File: src/rtl/spi_pkg.sv
// Shared SPI definitions: receiver state encoding, default word width and
// the bus mode used by both ends of the link.
package spi_pkg;

    // Word width shared with the master's data_to_send port
    localparam int SPI_DATA_WIDTH = 8;

    // Mode 0: sclk idles low, data sampled on the rising edge
    localparam logic SPI_CPOL = 1'b0;
    localparam logic SPI_CPHA = 1'b0;

    typedef enum logic [0:0] {
        IDLE  = 1'b0,
        SHIFT = 1'b1
    } rx_state_t;

endpackage

File: src/rtl/spi_rx_fifo.sv
// Small first-word-fall-through FIFO. Pointers carry one extra wrap bit so
// full and empty can be told apart without a separate occupancy counter.
// The output reads as zero while empty so nothing stale leaks downstream.
module spi_rx_fifo #(
    parameter int DATA_WIDTH = 8,
    parameter int FIFO_DEPTH = 4
) (
    input  logic                  clk_i,
    input  logic                  rst_ni,
    input  logic                  push_i,
    input  logic [DATA_WIDTH-1:0] data_i,
    input  logic                  pop_i,
    output logic [DATA_WIDTH-1:0] data_o,
    output logic                  full_o,
    output logic                  empty_o
);

    localparam int AW = $clog2(FIFO_DEPTH);
    localparam logic [AW:0] PTR_ONE = (AW + 1)'(1);

    logic [DATA_WIDTH-1:0] mem_q [FIFO_DEPTH];
    logic [AW:0]           wr_ptr_q, wr_ptr_d;
    logic [AW:0]           rd_ptr_q, rd_ptr_d;
    logic                  do_push, do_pop;

    assign empty_o = (wr_ptr_q == rd_ptr_q);
    assign full_o  = (wr_ptr_q[AW] != rd_ptr_q[AW]) &&
                     (wr_ptr_q[AW-1:0] == rd_ptr_q[AW-1:0]);

    // A push into a full FIFO only lands when a pop frees the slot that cycle
    assign do_pop  = pop_i & ~empty_o;
    assign do_push = push_i & (~full_o | do_pop);

    assign data_o = empty_o ? '0 : mem_q[rd_ptr_q[AW-1:0]];

    // Next-state pointer arithmetic
    always_comb begin
        wr_ptr_d = wr_ptr_q;
        rd_ptr_d = rd_ptr_q;
        if (do_push) wr_ptr_d = wr_ptr_q + PTR_ONE;
        if (do_pop)  rd_ptr_d = rd_ptr_q + PTR_ONE;
    end

    // Pointer registers
    always_ff @(posedge clk_i or negedge rst_ni) begin
        if (!rst_ni) begin
            wr_ptr_q <= '0;
            rd_ptr_q <= '0;
        end else begin
            wr_ptr_q <= wr_ptr_d;
            rd_ptr_q <= rd_ptr_d;
        end
    end

    // Storage array; contents are don't-care while empty
    always_ff @(posedge clk_i) begin
        if (do_push) mem_q[wr_ptr_q[AW-1:0]] <= data_i;
    end

endmodule

File: src/rtl/spi_slave_rx.sv
// SPI mode-0 receiver running entirely in the system clock domain. The SPI
// pins are oversampled through synchronisers, rising sclk is edge-detected,
// and completed MSB-first words are queued in a small FIFO for a
// valid/ready consumer.
module spi_slave_rx
    import spi_pkg::*;
#(
    parameter int DATA_WIDTH  = SPI_DATA_WIDTH,
    parameter int FIFO_DEPTH  = 4,
    parameter int SYNC_STAGES = 2
) (
    input  logic                  system_clock,
    input  logic                  reset_n,
    input  logic                  sclk,
    input  logic                  mosi,
    input  logic                  cs_n,
    output logic [DATA_WIDTH-1:0] rx_data,
    output logic                  rx_valid,
    input  logic                  rx_ready,
    output logic                  frame_active,
    output logic                  overrun,
    output logic                  frame_error
);

    localparam int CNT_W = $clog2(DATA_WIDTH);
    localparam logic [CNT_W-1:0] CNT_LAST = CNT_W'(DATA_WIDTH - 1);
    localparam logic [CNT_W-1:0] CNT_ONE  = CNT_W'(1);

    logic [SYNC_STAGES-1:0] sclk_sync_q, mosi_sync_q, csn_sync_q;
    logic                   sclk_s, mosi_s, cs_n_s;
    logic                   sclk_q, sclk_rise;

    rx_state_t              state_q, state_d;
    logic [CNT_W-1:0]       bit_cnt_q, bit_cnt_d;
    logic [DATA_WIDTH-1:0]  shreg_q, shreg_d;
    logic [DATA_WIDTH-1:0]  word_next;
    logic                   push, pop;
    logic                   fifo_full, fifo_empty;
    logic                   overrun_q, overrun_d;
    logic                   frame_error_q, frame_error_d;

    // Synchronisers; cs_n resets high so a reset never looks like a select
    always_ff @(posedge system_clock or negedge reset_n) begin
        if (!reset_n) begin
            sclk_sync_q <= '0;
            mosi_sync_q <= '0;
            csn_sync_q  <= '1;
            sclk_q      <= 1'b0;
        end else begin
            sclk_sync_q <= {sclk_sync_q[SYNC_STAGES-2:0], sclk};
            mosi_sync_q <= {mosi_sync_q[SYNC_STAGES-2:0], mosi};
            csn_sync_q  <= {csn_sync_q[SYNC_STAGES-2:0], cs_n};
            sclk_q      <= sclk_s;
        end
    end

    assign sclk_s    = sclk_sync_q[SYNC_STAGES-1];
    assign mosi_s    = mosi_sync_q[SYNC_STAGES-1];
    assign cs_n_s    = csn_sync_q[SYNC_STAGES-1];
    assign sclk_rise = sclk_s & ~sclk_q;

    // mosi passes through the same depth as sclk, so it lines up with the edge
    assign word_next = {shreg_q[DATA_WIDTH-2:0], mosi_s};
    assign pop       = rx_valid & rx_ready;

    // Frame FSM: deassertion of cs_n takes priority over a coincident sclk edge
    always_comb begin
        state_d       = state_q;
        bit_cnt_d     = bit_cnt_q;
        shreg_d       = shreg_q;
        push          = 1'b0;
        frame_error_d = 1'b0;
        case (state_q)
            IDLE: begin
                if (!cs_n_s) begin
                    state_d   = SHIFT;
                    bit_cnt_d = '0;
                    shreg_d   = '0;
                end
            end
            SHIFT: begin
                if (cs_n_s) begin
                    state_d       = IDLE;
                    frame_error_d = (bit_cnt_q != '0);
                end else if (sclk_rise) begin
                    shreg_d = word_next;
                    if (bit_cnt_q == CNT_LAST) begin
                        bit_cnt_d = '0;
                        push      = 1'b1;
                    end else begin
                        bit_cnt_d = bit_cnt_q + CNT_ONE;
                    end
                end
            end
            default: state_d = IDLE;
        endcase
    end

    // A completed word with nowhere to go is dropped and flagged
    assign overrun_d = push & fifo_full & ~pop;

    // FSM and status registers
    always_ff @(posedge system_clock or negedge reset_n) begin
        if (!reset_n) begin
            state_q       <= IDLE;
            bit_cnt_q     <= '0;
            shreg_q       <= '0;
            overrun_q     <= 1'b0;
            frame_error_q <= 1'b0;
        end else begin
            state_q       <= state_d;
            bit_cnt_q     <= bit_cnt_d;
            shreg_q       <= shreg_d;
            overrun_q     <= overrun_d;
            frame_error_q <= frame_error_d;
        end
    end

    spi_rx_fifo #(
        .DATA_WIDTH (DATA_WIDTH),
        .FIFO_DEPTH (FIFO_DEPTH)
    ) u_fifo (
        .clk_i   (system_clock),
        .rst_ni  (reset_n),
        .push_i  (push),
        .data_i  (word_next),
        .pop_i   (pop),
        .data_o  (rx_data),
        .full_o  (fifo_full),
        .empty_o (fifo_empty)
    );

    assign rx_valid     = ~fifo_empty;
    assign frame_active = (state_q == SHIFT);
    assign overrun      = overrun_q;
    assign frame_error  = frame_error_q;

endmodule

File: config.mk
export PLATFORM = sky130hd
export DESIGN_NAME = spi_slave_rx
export DESIGN_NICKNAME = d
export VERILOG_FILES = /design/src/rtl/spi_pkg.sv /design/src/rtl/spi_rx_fifo.sv /design/src/rtl/spi_slave_rx.sv
export SDC_FILE = /design/constraint.sdc
export NUM_CORES = 1
export LEC_CHECK = 0
export ABC_AREA = 1
export CORE_ASPECT_RATIO = 0.6
export CORE_MARGIN = 3
export CORE_UTILIZATION = 35
export CTS_CLUSTER_SIZE = 16
export DETAILED_ROUTE_END_ITERATION = 8
export PLACE_DENSITY = 0.48
export SYNTH_ARGS = -nofsm -noshare
export SYNTH_HDL_FRONTEND = slang
export SYNTH_SLANG_ARGS = --single-unit
File: constraint.sdc
create_clock -name system_clock -period 2.35 [get_ports system_clock]
set_clock_uncertainty 0.2 [all_clocks]
set_input_delay 0.3525 -clock system_clock [delete_from_list [all_inputs] [get_ports system_clock]]
set_output_delay 0.3525 -clock system_clock [all_outputs]
set_load 0.005 [all_outputs]
==> out/qor.csv, run 1 <==
stage;metric;value;unit
pwr;powerDensity;1130;nW/um2
floorplanning;io_pins;18;
sta;fmax;436;MHz
sta;slew_viol_final;0;
synthesis;ys_seq_elements;58;
synthesis;synthTopCellsByArea;edfxtp_1, dfrtp_1, o21ai_0, ha_1, o22ai_1;
route;vias_per_cell;4.50;
sta;setup_viol;0;
synthesis;synthMuxAreaShare;0;%
synthesis;synth_commonest_cells;edfxtp_1, dfrtp_1, nor2_1, o21ai_0, inv_1;
floorplanning;die_area;8230;um2
synthesis;synth_top_family_by_area;simple AND/OR/NAND/NOR gates;
global_route;antenna_found_initial;0;
pwr;switching_share;31.0;%
synthesis;synth_edf_count;32;
placed_design;hpwl;3170;um
setup_path;setup.worst_path.start;u_fifo.rd_ptr_q[1];
clock_tree;tritoncts;done;
clock_tree;clk_path_buf_depth;2;
pwr;internal_power;2560;uW
route;wirelength;5080;um
clock_tree;hold_buffers;0;
cells_and_area;post-route-cell-area;3290;um2
route;drtIter0Drc;54;
placed_design;portBuffers;17;
synthesis;synth_cells;212;
route;dr.pass1.iters;4;
clock_tree;cts-buffers-inserted;9;
cells_and_area;syn_to_final_growth;31.4;%
synthesis;synth_adder_area_share;4.00;%
route;wl_per_cell;14.3;um
setup_path;path_cells;buf_6 > nand2_4 > nand2_4 > nor2_8 > nand2_8 > buf_6 > nand2_2 > inv_2 > dlygate4sd2_1;
sta;tightest_slew;0.353;ns
setup_path;worstPathRequired;1.80;ns
synthesis;yosys.area_share.simple;15.6;%
setup_path;reg2reg_slack;0.38;ns
placed_design;dpl_cell_area;2810;um2
floorplanning;rows;23;
global_route;grt_usage;14.0;%
global_route;gr-total-overflow;0;
worst_hold_path;worstHoldStart;sclk_sync_q[0];
pwr;clkPwrFrac;31.2;%
setup_path;reg2regPathDepth;10;
clock_tree;h-tree-depth;3;
synthesis;synth.avg_cell_area;11.8;um2
setup_path;critPathKind;flop to output port;
route;vias;1597;
pwr;peakVddDrop;0.447;mV
clock_tree;clkLatencyLatePin;0.31;ns
sta;slew_headroom;76.4;%
clock_tree;clockRootBuffer;clkbuf_16;
synthesis;yosysWarnings;0;
pwr;power_switching;1150;uW
cells_and_area;drive_above_1_share;31.0;%
global_route;grt_pass1_vias;1575;
synthesis;synth_async_sr_flop_share;44.8;%
synthesis;synth_area;2500;um2
sta;period_share;97.6;%
pwr;p_seq_share;31.3;%
setup_path;end_kind;output port;
synthesis;synth-compound-area-share;8.00;%
sta;hold_viol;0;
synthesis;synth.net_count;226;
global_route;grt_max_degree;27;
floorplanning;fp.coreArea;6790;um2
status;status;complete, no violations;
global_route;grt_pass1_wl;8390;um
worst_hold_path;hp-class;flop to flop;
setup_path;crit_slowest_cell;dfrtp_2;
pwr;power;3710;uW
synthesis;yosysMostFrequentCell;edfxtp_1;
route;drc_errors;0;
floorplanning;die_x;115;um
synthesis;ys_types;23;
synthesis;seq_area_frac_synth;64.5;%
clock_tree;cts.sinks;58;
setup_path;crit_arrival;1.74;ns
job;cap_violations;0;
setup_path;critical_path.max_stage_delay;0.45;ns
cells_and_area;layout.nets;277;
sta;fin_crit;2.29;ns
synthesis;ys.flop_type;edfxtp_1;
cells_and_area;diodes;0;
clock_tree;path_clk_slew;0.05;ns
pwr;p_leak;0.00142;uW
cells_and_area;postLayoutCoreUtil;48.4;%
setup_path;r2r-start;u_fifo.rd_ptr_q[0];
route;antenna_left;0;
placed_design;gp_congestion;0.703;
setup_path;endpoint;rx_data[5];
pwr;combPwrFrac;37.4;%
synthesis;yosysTopAreaCell;edfxtp_1;
synthesis;synth_top_area_share;38.4;%
floorplanning;initial_core_util;36.8;%
floorplanning;die_h;71.5;um
setup_path;crit_fanout;5;
setup_path;reg2reg_to;u_fifo.mem_q[3][3];
setup_path;start_kind;flop;
synthesis;synth_xor_xnor_area_share;0.700;%
## power groups by stage
stage,Clock [uW],Sequential (uW),Combinational (uW)
after floorplan,0,1160,704
after global placement,0,1180,1050
after detailed placement,0,1180,1060
after CTS,1190,1160,1300
after global routing,1250,1170,1530
final,1160,1160,1390
## critical path: cells and delay by family, from the launching register on
kind          cells  cell delay, ns
flops             1            0.45
buf+inv           4            0.54
simple gates      5            0.43
## layer usage
| layer | track usage [%] | vias to the layer above | routed length (um) |
|---|---|---|---|
| li1 | - | 814 | - |
| met1 | 21.0 | 747 | 2680 |
| met2 | 18.8 | 34 | 2100 |
| met3 | 5.57 | 2 | 279 |
| met4 | 3.91 | 0 | 30 |
| met5 | 0 | - | 0 |
## state kept, by name, indices dropped and copies added (netlist names)
| signal | cells |
|---|---|
| csn_sync_q | 2 |
| frame_error | 1 |
| u_fifo.wr_ptr_q | 3 |
| bit_cnt_q | 3 |
| u_fifo.mem_q | 32 |
| frame_active | 1 |
| u_fifo.rd_ptr_q | 3 |
| mosi_sync_q | 2 |
| sclk_sync_q | 2 |
| sclk_q | 1 |
| overrun | 1 |
| shreg_q | 7 |
## through the flow
step                      worst slack, ns  hold WS (ns)  cells  TNS (ns)
after CTS                         -0.0475         0.149    352   -0.0560
after detailed placement            0.159         0.136    322         0
final                              0.0562         0.147    355         0
after floorplan                     0.488        -0.143    212         0
after global routing             -0.00773         0.149    355  -0.00773
after global placement              0.185         0.133    322         0
## cells by family after synthesis
logic type / count (synthesis)
AND/OR/NAND/NOR: 71
XOR/XNOR: 2
buffers and inverters: 37
flip-flops: 58
AO/OA/AOI/OAI: 36
adder cells (fa/ha/maj): 8
## cell usage in the layout (no fill, tap or decap), types with 2 or more instances in the layout
cell             count
nand2_4              6
buf_4               17
nor2_1              23
clkdlybuf4s15_1      4
edfxtp_1            32
clkbuf_1             2
inv_4                2
nand3_2              2
clkbuf_16            9
inv_2               10
dlygate4sd2_1        3
nand2_1             17
o22ai_2              2
o22ai_1             12
o21ai_0             20
dfrtp_1             22
clkdlybuf4s50_1      9
dfstp_2              2
nand2_2             11
xor2_1               2
inv_8                2
clkinv_2             3
buf_6                8
dfrtp_2              2
clkbuf_8             2
inv_1               19
nand3_1              8
ha_1                 8
## how the worst min path moves through the flow
stage,endpoint,cells after the start,slack [ns]
6_report,sclk_sync_q[1],0,0.15
5_1_grt,sclk_sync_q[1],0,0.15
4_1_cts,sclk_sync_q[1],0,0.15
3_5_place_dp,mosi_sync_q[1],0,0.14
3_3_place_gp,sclk_sync_q[1],0,0.13
2_1_floorplan,bit_cnt_q[0],0,-0.14
## final cells by class
type / count / area, um2
clock buffers: 13 / 260
clock inverters: 3 / 15.0
fillers: 645 / 3510
inverters: 31 / 126
multi-input cells: 118 / 739
flip-flops and latches: 58 / 1620
well taps: 87 / 109
repair buffers: 43 / 402
repair inverters: 2 / 17.5
## what timing repair did
item	CTS	global route
pin swaps	2	3
setup endpoints to repair	9	7
gates cloned	3	0
buffers inserted	11	3
gates resized for setup	17	14
Note: power is estimated with default switching activity, not from simulation.
==> run 2, diff against run 1 <==
--- a/config.mk
+++ b/config.mk
@@ -7,8 +7,10 @@
 export LEC_CHECK = 0
 export ABC_AREA = 1
 export CORE_ASPECT_RATIO = 0.6
-export CORE_MARGIN = 3
+export CORE_MARGIN = 2
 export CORE_UTILIZATION = 35
+export CTS_BUF_LIST = sky130_fd_sc_hd__clkbuf_8
+export CTS_CLUSTER_DIAMETER = 150
 export CTS_CLUSTER_SIZE = 16
 export DETAILED_ROUTE_END_ITERATION = 8
 export PLACE_DENSITY = 0.48
==> run 2 against run 1 <==
- the run now ends with design-rule violations left
- critical path depth grew 1
- first-iteration DRC count grew 61%
- global-route usage grew 1.9 points
- non-clock buffer count grew 10
- core utilization grew 0.64 points
- die area shrank 4.5%
- wire length grew 9.1%
- hold slack gained 0.0061 ns
- final area grew 1.3%
- worst setup slack gained 0.0027 ns
- sequential share of layout area shrank 0.65 points
- via count grew 6.3%
- critical path type unchanged
- critical endpoint is now rx_data[4]
- largest power group unchanged
==> out/qor.csv, run 2 (synthesis gave the netlist of run 1 again) <==
stage;metric;value;unit
status;violations;design-rule violations;
setup_path;reg2reg_slack;0.26;ns
route;antenna_left;0;
route;drtIter0Drc;87;
global_route;gr-total-overflow;0;
setup_path;path_buf_inv;7;
sta;setup_viol;0;
job;cap_violations;0;
cells_and_area;postLayoutCoreUtil;49.0;%
route;vias;1697;
sta;grt_setup_unrepaired;true;
clock_tree;clockRootBuffer;clkbuf_8;
global_route;grt_usage;15.9;%
pwr;peakVddDrop;0.304;mV
placed_design;hpwl;3060;um
setup_path;crit_top_cell;buf_12;
route;drc_errors;1;
floorplanning;die_area;7860;um2
cells_and_area;final_cell_mix;edfxtp_1, inv_1, dfrtp_1;
setup_path;crit_fanout;4;
floorplanning;rows;23;
clock_tree;hold_buffers;0;
setup_path;start_kind;flop;
pwr;p_leak;0.00146;uW
setup_path;crit_slowest_cell;dfrtp_2;
cells_and_area;syn_to_final_growth;33.1;%
floorplanning;io_pins;18;
setup_path;end_kind;output port;
pwr;powerDensity;1130;nW/um2
cells_and_area;final_cells;363;
clock_tree;path_clk_slew;0.06;ns
worst_hold_path;hp-class;flop to flop;
setup_path;path_cells;buf_12 > buf_12 > inv_16 > buf_8 > buf_4 > o21ai_1 > o22ai_1 > nand2_2 > inv_2 > buf_2;
sta;slew_headroom;77.0;%
setup_path;worstPathRequired;1.80;ns
clock_tree;cts.sinks;58;
setup_path;critPathKind;flop to output port;
sta;period_share;97.5;%
clock_tree;clkLatencyLatePin;0.33;ns
sta;fin_crit;2.29;ns
setup_path;path_delay_family;buffers and inverters;
sta;finalSetupTns;0;ns
setup_path;r2r-start;u_fifo.rd_ptr_q[0];
cells_and_area;layout.nets;285;
sta;fmax;436;MHz
clock_tree;clk_path_buf_depth;2;
cells_and_area;final_common_cell;edfxtp_1;
setup_path;reg2reg_to;u_fifo.mem_q[0][2];
cells_and_area;drive_above_1_share;35.9;%
floorplanning;die_x;113;um
cells_and_area;fillers;612;
sta;tightest_slew;0.345;ns
sta;hold_viol;0;
global_route;grt_pass1_wl;9090;um
global_route;grt_max_degree;27;
sta;fin_hold_ws;0.153;ns
floorplanning;fp.coreArea;6790;um2
setup_path;critical_path.max_stage_delay;0.42;ns
floorplanning;initial_core_util;36.8;%
placed_design;dp_cells;319;
worst_hold_path;min_to;sclk_sync_q[1];
global_route;grt_pass1_vias;1711;
cells_and_area;diodes;0;
global_route;antenna_found_initial;0;
status;status;finished, violations left;
worst_hold_path;hold_depth;0;
route;vias_per_cell;4.67;
placed_design;gp_congestion;0.692;
floorplanning;die_h;69.5;um
clock_tree;tritoncts;done;
setup_path;reg2regPathDepth;11;
cells_and_area;largest_reg_flops;32;
clock_tree;h-tree-depth;3;
route;wl_per_cell;15.3;um
setup_path;crit_arrival;1.74;ns
sta;slew_viol_final;0;
clock_tree;cts-buffers-inserted;9;
route;dr.pass1.iters;6;
worst_hold_path;worstHoldStart;sclk_sync_q[0];
route;wirelength;5550;um
placed_design;portBuffers;17;
## run 2: cell types whose count changed in the layout (fill, tap and decap cells not counted), sizes merged, moves of 2 or more
cell,previous run,this run
clkbuf,13,11
buf,26,42
clkdlybuf4s15,4,0
dlygate4sd2,3,1
## run 2: per-layer routing
layer  GRT usage (%)  routed length, um
met5               0                  0
met4            6.23                 65
met3            5.59                301
met2            21.8               2370
met1            23.0               2810
## run 2: worst reg2reg max path: cells and delay by family (launching register included)
kind	cells	cell delay (ns)
simple gates	6	0.51
flops	1	0.42
buf+inv	5	0.65
## run 2: metrics by stage
| step | total power (uW) | cell area (um2) | setup WS [ns] |
|---|---|---|---|
| 2_1_floorplan | 1860 | 2500 | 0.488 |
| 3_5_place_dp | 2230 | 2800 | 0.0766 |
| 6_report | 3760 | 3330 | 0.0589 |
| 4_1_cts | 3740 | 3320 | -0.0289 |
| 3_3_place_gp | 2220 | 2800 | 0.134 |
| 5_1_grt | 3970 | 3330 | -0.00498 |
## run 2: what timing repair did
item | 4_1_cts | 5_1_grt
endpoints found under the setup margin | 9 | 8
pin swaps | 11 | 4
buffers inserted | 24 | 1
gates cloned | 3 | 0
gates resized for setup | 56 | 6
## run 2: worst max path at each step
stage	startpoint	slack, ns	end	depth (start not counted)
CTS	u_fifo.rd_ptr_q[0]	-0.03	rx_data[0]	10
global route	u_fifo.rd_ptr_q[0]	-0.005	rx_data[4]	10
finish	u_fifo.rd_ptr_q[0]	0.06	rx_data[4]	10
detailed placement	u_fifo.rd_ptr_q[1]	0.08	rx_data[0]	8
global placement	u_fifo.rd_ptr_q[1]	0.13	rx_data[4]	8
floorplan	u_fifo.rd_ptr_q[0]	0.49	u_fifo.mem_q[0][0]	8
## run 2: layout make-up
cell class,instances,area (um2),share of cell area (%)
Inverter,31,133,3.98
Clock buffer,10,138,4.13
Clock inverter,6,51.3,1.54
Timing Repair Buffer,53,539,16.2
Sequential cell,58,1620,48.6
Tap cell,87,109,3.27
Multi-Input combinational cell,118,743,22.3
## run 2: report_power, final
group,switching (uW),leakage (uW),internal (uW)
clock network,373,0.000110,503
logic,790,0.000723,927
registers,46.0,0.000627,1120
==> run 3, diff against run 2 <==
--- a/config.mk
+++ b/config.mk
@@ -6,6 +6,8 @@
 export NUM_CORES = 1
 export LEC_CHECK = 0
 export ABC_AREA = 1
+export CELL_PAD_IN_SITES_DETAIL_PLACEMENT = 0
+export CELL_PAD_IN_SITES_GLOBAL_PLACEMENT = 1
 export CORE_ASPECT_RATIO = 0.6
 export CORE_MARGIN = 2
 export CORE_UTILIZATION = 35
@@ -13,7 +15,7 @@
 export CTS_CLUSTER_DIAMETER = 150
 export CTS_CLUSTER_SIZE = 16
 export DETAILED_ROUTE_END_ITERATION = 8
-export PLACE_DENSITY = 0.48
+export PLACE_DENSITY = 0.58
 export SYNTH_ARGS = -nofsm -noshare
 export SYNTH_HDL_FRONTEND = slang
 export SYNTH_SLANG_ARGS = --single-unit
==> run 3 against run 2 <==
- combinational power shrank 26%
- non-clock buffer count down 15
- final cell count shrank 3.9%
- maximum frequency down 3.3%
- the run ends with design-rule violations, negative setup slack left
- final area down 4.1%
- sequential share of layout area grew 2.1 points
- register-to-register slack gained 0.23 ns
- die area stayed put
- global-route usage down 2.3 points
- highest routed layer unchanged
- total power fell by 7.4%
- clock power up 19%
- count of clock-buffer cells in the layout increased by 1
==> out/qor.csv, run 3 (synthesis gave the netlist of run 1 again) <==
stage;metric;value;unit
route;wirelength;4920;um
pwr;powerDensity;1090;nW/um2
sta;fin_ws;-0.0204;ns
global_route;gr-total-overflow;0;
clock_tree;h-tree-depth;3;
pwr;p_leak;0.00142;uW
status;status;finished, violations left;
floorplanning;die_h;69.5;um
route;wl_per_cell;14.1;um
cells_and_area;final_common_cell;edfxtp_1;
setup_path;end_kind;output port;
sta;setup_viol;2;
sta;finalSetupTns;-0.0375;ns
placed_design;pre_cts_slack;0.157;ns
route;antenna_left;0;
setup_path;r2r-start;sclk_q;
setup_path;reg2regPathDepth;6;
route;vias_per_cell;4.51;
worst_hold_path;hp-class;flop to flop;
placed_design;dpl_cell_area;2810;um2
setup_path;critPathKind;flop to output port;
job;cap_violations;0;
global_route;grt_pass1_vias;1491;
cells_and_area;final_cell_mix;edfxtp_1, nor2_1, dfrtp_1;
floorplanning;rows;23;
cells_and_area;post-route-cell-area;3190;um2
floorplanning;io_pins;18;
setup_path;path_delay_family;buffers and inverters;
cells_and_area;layout.nets;271;
global_route;grt_pass1_wl;7940;um
clock_tree;tritoncts;done;
setup_path;setup.worst_path.start;u_fifo.rd_ptr_q[0];
cells_and_area;drive_above_1_share;30.5;%
setup_path;crit_fanout;17;
setup_path;reg2reg_slack;0.49;ns
sta;fin_crit;2.37;ns
cells_and_area;largest_reg_flops;32;
cells_and_area;fillers;647;
route;dr.pass1.iters;6;
sta;tightest_slew;0.389;ns
global_route;grt_max_degree;27;
setup_path;critical_path.max_stage_delay;0.43;ns
global_route;antenna_found_initial;0;
clock_tree;cts.sinks;58;
setup_path;crit_arrival;1.82;ns
global_route;grt_usage;13.7;%
status;violations;design-rule violations, negative setup slack;
cells_and_area;syn_to_final_growth;27.7;%
setup_path;reg2reg_to;u_fifo.mem_q[2][0];
sta;fmax;422;MHz
sta;slew_headroom;74.0;%
setup_path;crit_top_cell;nand2_2;
route;vias;1573;
setup_path;start_kind;flop;
setup_path;path_buf_inv;3;
setup_path;path_cells;buf_8 > nand2_2 > nand2_4 > nor2_8 > nand2_8 > nand2_2 > inv_2 > clkdlybuf4s50_1;
setup_path;worstPathRequired;1.80;ns
floorplanning;die_area;7860;um2
setup_path;worst-path-stages;8;
floorplanning;die_x;113;um
floorplanning;initial_core_util;36.8;%
sta;hold_viol;0;
clock_tree;cts-buffers-inserted;9;
cells_and_area;diodes;0;
clock_tree;clkLatencyLatePin;0.33;ns
setup_path;crit_slowest_cell;clkdlybuf4s50_1;
sta;grt_setup_unrepaired;true;
sta;fin_hold_ws;0.149;ns
pwr;peakVddDrop;0.404;mV
route;drc_errors;2;
placed_design;hpwl;3200;um
clock_tree;path_clk_slew;0.07;ns
placed_design;gp_congestion;0.721;
sta;slew_viol_final;0;
route;drtIter0Drc;68;
clock_tree;clockRootBuffer;clkbuf_8;
placed_design;portBuffers;17;
floorplanning;fp.coreArea;6790;um2
sta;period_share;101;%
setup_path;endpoint;rx_data[0];
clock_tree;clk_path_buf_depth;2;
## run 3: per-stage QoR
stage / total power (uW) / std cells / util, %
floorplan: 1860 / 212 / -
CTS: 3430 / 342 / 45.8
global placement: 2240 / 321 / 41.3
finish: 3480 / 349 / 47.0
detailed placement: 2230 / 321 / 41.3
global route: 3690 / 349 / 47.0
## run 3: power by group
part | internal (uW) | total [uW] | switching, uW
logic | 620 | 1270 | 652
clock network | 651 | 1040 | 386
registers | 1110 | 1170 | 54.8
total | 2390 | 3480 | 1090
## run 3: area by class of cell
type	count	area (um2)	share of cell area, %
timing repair inverter	1	8.76	0.274
inverter	31	126	3.96
clock buffer	11	151	4.74
multi-input combinational	118	742	23.2
sequential	58	1620	50.7
tap	87	109	3.41
timing repair buffer	38	360	11.3
clock inverter	5	77.6	2.43
## run 3: worst min path at each step
stage              startpoint              to  slack [ns]  cells past startpoint
2_1_floorplan         reset_n    bit_cnt_q[0]       -0.14                      0
3_3_place_gp   sclk_sync_q[0]  sclk_sync_q[1]        0.13                      0
3_5_place_dp   sclk_sync_q[0]  sclk_sync_q[1]        0.13                      0
4_1_cts        sclk_sync_q[0]  sclk_sync_q[1]        0.15                      0
5_1_grt         csn_sync_q[0]   csn_sync_q[1]        0.16                      0
6_report       sclk_sync_q[0]  sclk_sync_q[1]        0.15                      0
## run 3: worst reg2reg max path, delay by kind of cell, from the launching register on
family	cells	cell delay, ns
flip-flops	1	0.37
buffers and inverters	1	0.20
AND/OR/NAND/NOR	5	0.78
## run 3: repair_timing
action | CTS | global route
pin swaps | 3 | 7
gates cloned | 2 | 0
gates resized for setup | 7 | 16
hold buffers | 0 | 0
setup endpoints to repair | 9 | 9
buffers inserted | 3 | 7
## run 3: routing by layer
| metal | vias to the layer above | part of all wire (%) | GRT usage [%] | routed length (um) |
|---|---|---|---|---|
| li1 | 798 | - | - | - |
| met1 | 731 | 54 | 20.4 | 2660 |
| met2 | 38 | 39 | 17.8 | 1940 |
| met3 | 6 | 5.8 | 6.03 | 284 |
| met4 | 0 | 0.65 | 3.66 | 32 |
| met5 | - | 0 | 0 | 0 |
